$ cat src/rtl/mem_port_arbiter.sv
// -----------------------------------------------------------------------------
// mem_port_arbiter
//
// Shares one single-port unified memory between the instruction-fetch (IF)
// and data-memory (DM) stages of the pipeline. One memory transaction is in
// flight at a time. DM wins simultaneous requests unless IF has already been
// passed over STARVE_LIM times in a row. A watchdog turns a silent memory into
// an error response after TIMEOUT cycles.
//
// Ports
//   clk, reset            rising-edge clock, synchronous active-high reset
//   if_req/if_addr        fetch request (held until if_valid)
//   if_valid/if_rdata     one-cycle fetch response, 32-bit instruction
//   dm_req/dm_we/dm_addr/dm_wdata   data request (held until dm_valid)
//   dm_valid/dm_rdata     one-cycle data response, 64-bit load data
//   resp_err              marks the current valid pulse as a timeout response
//   mem_err               sticky timeout flag, cleared only by reset
//   mem_en/mem_we         one-cycle memory command strobe and write enable
//   mem_addr/mem_wdata    memory address/data, held from ISSUE until RESP
//   mem_rdata/mem_ready   memory read data and one-cycle completion
//   stall_if/stall_mem    combinational pipeline stalls
// -----------------------------------------------------------------------------
module mem_port_arbiter #(
    parameter int STARVE_LIM = 4,
    parameter int TIMEOUT    = 64
) (
    input  logic        clk,
    input  logic        reset,
    input  logic        if_req,
    input  logic [63:0] if_addr,
    output logic        if_valid,
    output logic [31:0] if_rdata,
    input  logic        dm_req,
    input  logic        dm_we,
    input  logic [63:0] dm_addr,
    input  logic [63:0] dm_wdata,
    output logic        dm_valid,
    output logic [63:0] dm_rdata,
    output logic        resp_err,
    output logic        mem_err,
    output logic        mem_en,
    output logic        mem_we,
    output logic [63:0] mem_addr,
    output logic [63:0] mem_wdata,
    input  logic [63:0] mem_rdata,
    input  logic        mem_ready,
    output logic        stall_if,
    output logic        stall_mem
);

    localparam int SW = $clog2(STARVE_LIM + 1);
    localparam int TW = $clog2(TIMEOUT + 1);

    typedef enum logic [1:0] {
        ST_IDLE,
        ST_ISSUE,
        ST_WAIT,
        ST_RESP
    } state_t;

    state_t        state_reg, state_next;
    logic          owner_dm_reg, owner_dm_next;   // 1 = DM owns the access
    logic          we_reg, we_next;
    logic [63:0]   addr_reg, addr_next;
    logic [63:0]   wdata_reg, wdata_next;
    logic [TW-1:0] timer_reg, timer_next;
    logic [SW-1:0] starve_reg, starve_next;
    logic [31:0]   if_rdata_reg, if_rdata_next;
    logic [63:0]   dm_rdata_reg, dm_rdata_next;
    logic          resp_err_reg, resp_err_next;
    logic          mem_err_reg, mem_err_next;

    logic          starve_full;
    logic          grant_dm;

    assign starve_full = (starve_reg == SW'(STARVE_LIM));
    // DM wins unless IF is waiting and has been passed over too often.
    assign grant_dm    = dm_req && !(if_req && starve_full);

    always_ff @(posedge clk) begin
        if (reset) begin
            state_reg    <= ST_IDLE;
            owner_dm_reg <= 1'b0;
            we_reg       <= 1'b0;
            addr_reg     <= '0;
            wdata_reg    <= '0;
            timer_reg    <= '0;
            starve_reg   <= '0;
            if_rdata_reg <= '0;
            dm_rdata_reg <= '0;
            resp_err_reg <= 1'b0;
            mem_err_reg  <= 1'b0;
        end else begin
            state_reg    <= state_next;
            owner_dm_reg <= owner_dm_next;
            we_reg       <= we_next;
            addr_reg     <= addr_next;
            wdata_reg    <= wdata_next;
            timer_reg    <= timer_next;
            starve_reg   <= starve_next;
            if_rdata_reg <= if_rdata_next;
            dm_rdata_reg <= dm_rdata_next;
            resp_err_reg <= resp_err_next;
            mem_err_reg  <= mem_err_next;
        end
    end

    always_comb begin
        state_next    = state_reg;
        owner_dm_next = owner_dm_reg;
        we_next       = we_reg;
        addr_next     = addr_reg;
        wdata_next    = wdata_reg;
        timer_next    = timer_reg;
        starve_next   = starve_reg;
        if_rdata_next = if_rdata_reg;
        dm_rdata_next = dm_rdata_reg;
        resp_err_next = resp_err_reg;
        mem_err_next  = mem_err_reg;

        case (state_reg)
            ST_IDLE: begin
                resp_err_next = 1'b0;
                if (grant_dm) begin
                    owner_dm_next = 1'b1;
                    we_next       = dm_we;
                    addr_next     = dm_addr;
                    wdata_next    = dm_wdata;
                    timer_next    = '0;
                    state_next    = ST_ISSUE;
                    if (if_req && !starve_full) begin
                        starve_next = starve_reg + SW'(1);
                    end
                end else if (if_req) begin
                    owner_dm_next = 1'b0;
                    we_next       = 1'b0;
                    addr_next     = if_addr;
                    wdata_next    = '0;
                    timer_next    = '0;
                    starve_next   = '0;
                    state_next    = ST_ISSUE;
                end
            end

            ST_ISSUE, ST_WAIT: begin
                if (mem_ready) begin
                    // Stores leave the requester's read data untouched.
                    if (!owner_dm_reg) begin
                        if_rdata_next = mem_rdata[31:0];
                    end else if (!we_reg) begin
                        dm_rdata_next = mem_rdata;
                    end
                    resp_err_next = 1'b0;
                    state_next    = ST_RESP;
                end else if (timer_reg == TW'(TIMEOUT - 1)) begin
                    // This is the TIMEOUT-th silent cycle: give up on the access.
                    resp_err_next = 1'b1;
                    mem_err_next  = 1'b1;
                    state_next    = ST_RESP;
                end else begin
                    timer_next = timer_reg + TW'(1);
                    state_next = ST_WAIT;
                end
            end

            ST_RESP: begin
                state_next = ST_IDLE;
            end

            default: begin
                state_next = ST_IDLE;
            end
        endcase
    end

    assign mem_en    = (state_reg == ST_ISSUE);
    assign mem_we    = (state_reg == ST_ISSUE) && we_reg;
    assign mem_addr  = addr_reg;
    assign mem_wdata = wdata_reg;
    assign if_valid  = (state_reg == ST_RESP) && !owner_dm_reg;
    assign dm_valid  = (state_reg == ST_RESP) && owner_dm_reg;
    assign resp_err  = (state_reg == ST_RESP) && resp_err_reg;
    assign mem_err   = mem_err_reg;
    assign if_rdata  = if_rdata_reg;
    assign dm_rdata  = dm_rdata_reg;
    assign stall_if  = if_req & ~if_valid;
    assign stall_mem = dm_req & ~dm_valid;

endmodule

$ cat config.mk
export PLATFORM = sky130hd
export DESIGN_NAME = mem_port_arbiter
export DESIGN_NICKNAME = d
export VERILOG_FILES = /design/src/rtl/mem_port_arbiter.sv
export SDC_FILE = /design/constraint.sdc
export NUM_CORES = 1
export LEC_CHECK = 0
export ABC_AREA = 1
export CORE_AREA = 2 2 194 196
export CTS_CLUSTER_SIZE = 25
export DETAILED_ROUTE_END_ITERATION = 8
export DIE_AREA = 0 0 196 198
export PLACE_DENSITY = 0.68
export SLEW_MARGIN = 20
export SYNTH_ARGS = -nofsm -noshare
export SYNTH_HDL_FRONTEND = slang
export SYNTH_SLANG_ARGS = --single-unit
$ cat constraint.sdc
create_clock -name clk -period 2 [get_ports clk]
set_input_delay 0.3 -clock clk [delete_from_list [all_inputs] [get_ports clk]]
set_output_delay 0.3 -clock clk [all_outputs]
set_load 0.01 [all_outputs]
# Word-level counts from Yosys, hierarchy flattened

Index checks and enable logic that the tools add are counted.

$add $sub $neg: 2
Eq/ne operators: 10
Multiplexer cells: 23
Bitwise logic cells: 7
Reductions and logical operators: 21

Operator list:

| kind                  | number |
|---|---|
| $mux W64              | 4 |
| $mux W7               | 4 |
| $pmux W7 S2           | 1 |
| $mux W3               | 3 |
| $reduce_and A3 Y1     | 3 |
| $reduce_and A4 Y1     | 2 |
| $add A7 B1 Y7 const B | 1 |
| $eq A7 B6 Y1 const B  | 1 |
| $logic_and A1 B1 Y1   | 7 |
| $mux W1               | 7 |
| $ne A3 B3 Y1 const B  | 2 |
| $pmux W2 S3           | 1 |
| $not A1 Y1            | 5 |
| $eq A2 B2 Y1 const B  | 2 |
| $mux W2               | 2 |
| $ne A2 B2 Y1 const B  | 2 |
| $reduce_and A2 Y1     | 2 |
| $reduce_bool A2 Y1    | 2 |
| $add A3 B1 Y3 const B | 1 |
| $eq A3 B3 Y1 const B  | 1 |
| $logic_not A1 Y1      | 3 |
| $and A1 B1 Y1         | 2 |
| $eq A2 B1 Y1 const B  | 1 |
| $logic_not A2 Y1      | 1 |
| other kinds (3)       | 3 |

Register bits: 240
Input port bits: 262
Output and inout bits: 232

# Logic depth before layout (Yosys ltp)

Depth after elaboration: 6
Mapped depth: 11
Gate-level depth less buffers: 10

# Least setup slack after synthesis

No wires, ideal clock.

Path type: register to register
Start point: register state_reg[0]
End point: register dm_rdata_reg[33], in the netlist dm_rdata[33]
Library setup time: 0.064 ns
Data arrival time: 1.503 ns
Path slack: 0.433 ns
Stages on the path, launching flop included: 9
Period minus slack after synthesis: 1.567 ns
Path through: dfxtp_1 > inv_1 > ha_1 > buf_4 > nand4_1 > buf_2 > clkbuf_1 > o21ai_0 > nor2_1

Longest elaborated chain between the ends: 3
Elaborated cells between the ends (all ways): 4
Those cells by class: 2 x eq/ne; 2 x reduce/logical

Ends and longest elaborated chain:

| item                                         | RTL line | source |
|---|---|---|
| start, declared                              | 61       | `state_t state_reg, state_next;` |
| start signal, assigned                       | 94       | `state_reg <= state_next;` |
| $eq A2 B1 Y1 or $eq A2 B2 Y1 (tied branches) | 121      | `case (state_reg)` |
| $reduce_or A2 Y1 *                           | 121      |  |
| $reduce_and A4 Y1 (no source line) *         | -        |  |
| end signal, assigned                         | 102      | `dm_rdata_reg <= dm_rdata_next;` |
| end, declared                                | 69       | `logic [63:0] dm_rdata_reg, dm_rdata_next;` |

Mark *: on every way between the ends. The rest lies on a longest branch, timed or not.
A chain may end at the register's enable or synchronous reset.

# Worst setup path in the final report

Start point: register state_reg[0]
End point: output stall_mem

Longest elaborated chain between the ends: 4

Ends and longest elaborated chain:

| item                | RTL line | source |
|---|---|---|
| $eq A2 B2 Y1        | 181      | `assign dm_valid = (state_reg == ST_RESP) && owner_dm_reg;` |
| $logic_and A1 B1 Y1 | 181      |  |
| $not A1 Y1          | 187      | `assign stall_mem = dm_req & ~dm_valid;` |
| $and A1 B1 Y1       | 187      |  |
| end, declared       | 48       | `output logic stall_mem` |

Every way passes these cells.

==> metrics.txt <==
outcome=completed; largest net degree at the start of global routing=79; GR Layer Usage met3=0.0339; Hold Path Class=input port to flip-flop; Critical Path Sink Type=primary output; wire per inst=15.6 um; flop and latch count out of synthesis=240; CP startpoint kind=flip-flop; Post-Syn Area per Cell=7.54 um2; number of remaining DRC errors=0; Die Ht=198 um; GRT Max-Usage Layer=met2; Clk pwr share=0.272; DR iter-0 viols=490; Fill cells=3649; IO Pins=494; Total Power=19.4 mW; CP Cell Sequence=ha_4 > nand2_1 > inv_1 > nor2_1 > dlygate4sd2_1; Main synth FF type=dfxtp_1; cts-stage hold buffer count=0; worst slew pin tran=0.783 ns; Core Box Area=37000 um2; HPWL Detailed=24800 um; clk root buf=clkbuf_16; CTS buffer count=27; main area contributors after synthesis=dfxtp_1 (50%), nand2_1 (9.0%), nor2_1 (8.3%); largest stage delay on the critical path=0.37 ns; met2 Track Usage GR=0.284; fin crit period=1.89 ns; Int Pwr=12.9 mW; Die Wd=196 um; GRT Total Usage=0.166; Worst EP arrival=1.59 ns; critical-path cell with the highest stage delay=dfxtp_2; H-tree levels=1; CTS Sinks=240; combinational share of power=0.388; Slew Limit Headroom=0.478; synth warn=0; Worst Path Buf+Inv=2; final weighted congestion in routability-driven placement=0.905; CP Max Fanout=4; setup violators final=0; synth unique cells=23; Seq/Total Area, Yosys=0.503; DR pass1 iterations=5; Cell Area, Synth=9550 um2; Max Freq=0.529 GHz; sequential cell fraction of total power=0.340; GR Overflow Total=0; Port-buffer cells=493; number of vias per cell=4.56; CP top delay family=buffers and inverters; layout cells sized above 1=0.0523; drt total wl=34600 um; Final nets=1990; clk_lat worst skew=0.54 ns; post-route clock period utilization=0.946; Leak=6.42 nW; first-pass GRT wire length=52200 um; routed vias=10103; Max-cap violations=0; final setup TNS=0 ns; Yosys top cell area share=0.503; die area=38800 um2; fraction of power spent switching nets=0.336; final hold vios=0; final slew viol count=0; P per Cell Area=1220 nW/um2; Area Growth Syn to Fin=67.2%; Crit Path Class=flip-flop to primary output; Mapped Nets=1534; Setup Skew=0.00810 ns; Core Rows=71; Worst VDD drop=0.734 mV; Post-synth EDFFs=0; fraction of registers with async set/reset=0; synthesized netlist cell count=1266; met1 usage=0.203; WP data required=1.70 ns; Synth area leader=dfxtp_1; Switching Power=6.52 mW; CTS tree=done; vias in the first global route=9643; initial core utilization=0.258; CTS max path bufs=3; initial antenna violation count=1; Final ANT Viol Nets=0; Worst-path clk slew=0.06 ns
stage by stage:
stage / hold slack [ns] / cell area (um2) / setup WS [ns] / utilization / cells
final: 0.178 / 16000 / 0.109 / 0.432 / 2216
after global routing: 0.184 / 16000 / -0.00730 / 0.432 / 2216
after CTS: 0.151 / 15900 / -0.165 / 0.431 / 2213
after detailed placement: 0.446 / 15000 / 0.0409 / 0.405 / 2165
after global placement: 0.434 / 15000 / 0.0743 / 0.405 / 2165
after floorplan: 0.423 / 9550 / 0.433 / - / 1266
cells in the mapped netlist, drive strengths merged (5+ instances only):
cell type / number
buf: 60
clkbuf: 36
nand4: 5
o211ai: 65
o21ai: 104
inv: 96
nand2: 229
dfxtp: 240
nor2: 213
nand3: 134
a21oi: 74
ha: 6
worst paths after layout:
| kind | from | to | slack (ns) | cells past startpoint |
|---|---|---|---|---|
| max | state_reg[0] | stall_mem | 0.11 | 5 |
| min | reset | timer_reg[6] | 0.18 | 4 |
| max reg2reg | state_reg[1] | dm_rdata[47] | 0.13 | 8 |
| min reg2reg | mem_err | mem_err | 0.45 | 2 |
placed cells by master, fill, tap and decap left out, drive strengths merged, types with 30 or more instances in the layout:
master and count:
clkbuf 35, dfxtp 240, nor2 213, inv 97, clkdlybuf4s50 485, a21oi 74
o21ai 104, nand3 134, nand2 229, buf 30, o211ai 65
area by class of cell:
cell class,instances,area [um2],share of cell area
clock inverter,14,206,0.0129
sequential,240,4810,0.301
inverter,96,365,0.0229
timing repair buffer,523,5360,0.335
antenna,1,2.50,0.000157
clock buffer,34,742,0.0465
tap,474,593,0.0372
multi-input combinational,834,3890,0.244
power groups by stage:
stage	sequential (mW)	combinational (mW)	clock [mW]
floorplan	7.10	3.22	0
global placement	6.63	7.44	0
detailed placement	6.66	7.54	0
CTS	6.60	7.57	5.44
global route	6.73	8.20	5.61
finish	6.60	7.53	5.28
layer usage:
layer | vias up | wire (um) | part of all wire
met1 | 4655 | 14500 | 0.42
met5 | - | 0 | 0
met4 | 0 | 1200 | 0.035
li1 | 5029 | - | -
met3 | 67 | 2260 | 0.065
met2 | 352 | 16600 | 0.48
cells by family (layout without fill, tap and decap cells):
| family | Yosys count | count (layout) | synth area share |
|---|---|---|---|
| flip-flops | 240 | 240 | 0.503 |
| AO/OA/AOI/OAI | 244 | 244 | 0.146 |
| other | 0 | 1 | 0 |
| adder cells (fa/ha/maj) | 6 | 6 | 0.00786 |
| XOR/XNOR | 1 | 1 | 0.000917 |
| buffers and inverters | 192 | 667 | 0.0919 |
| AND/OR/NAND/NOR | 583 | 583 | 0.251 |
worst min-delay path: cells and delay by family:
kind	cells	cell delay [ns]
buffers and inverters	2	0.22
AND/OR/NAND/NOR	2	0.14
repair_timing:
| item | CTS | global route |
|---|---|---|
| endpoints found under the setup margin | 7 | 60 |
| buffers inserted | 0 | 1 |
| gates cloned | 0 | 1 |
| pin swaps | 0 | 1 |
| gates resized for setup | 11 | 5 |
Note: power is estimated with default switching activity, not from simulation.
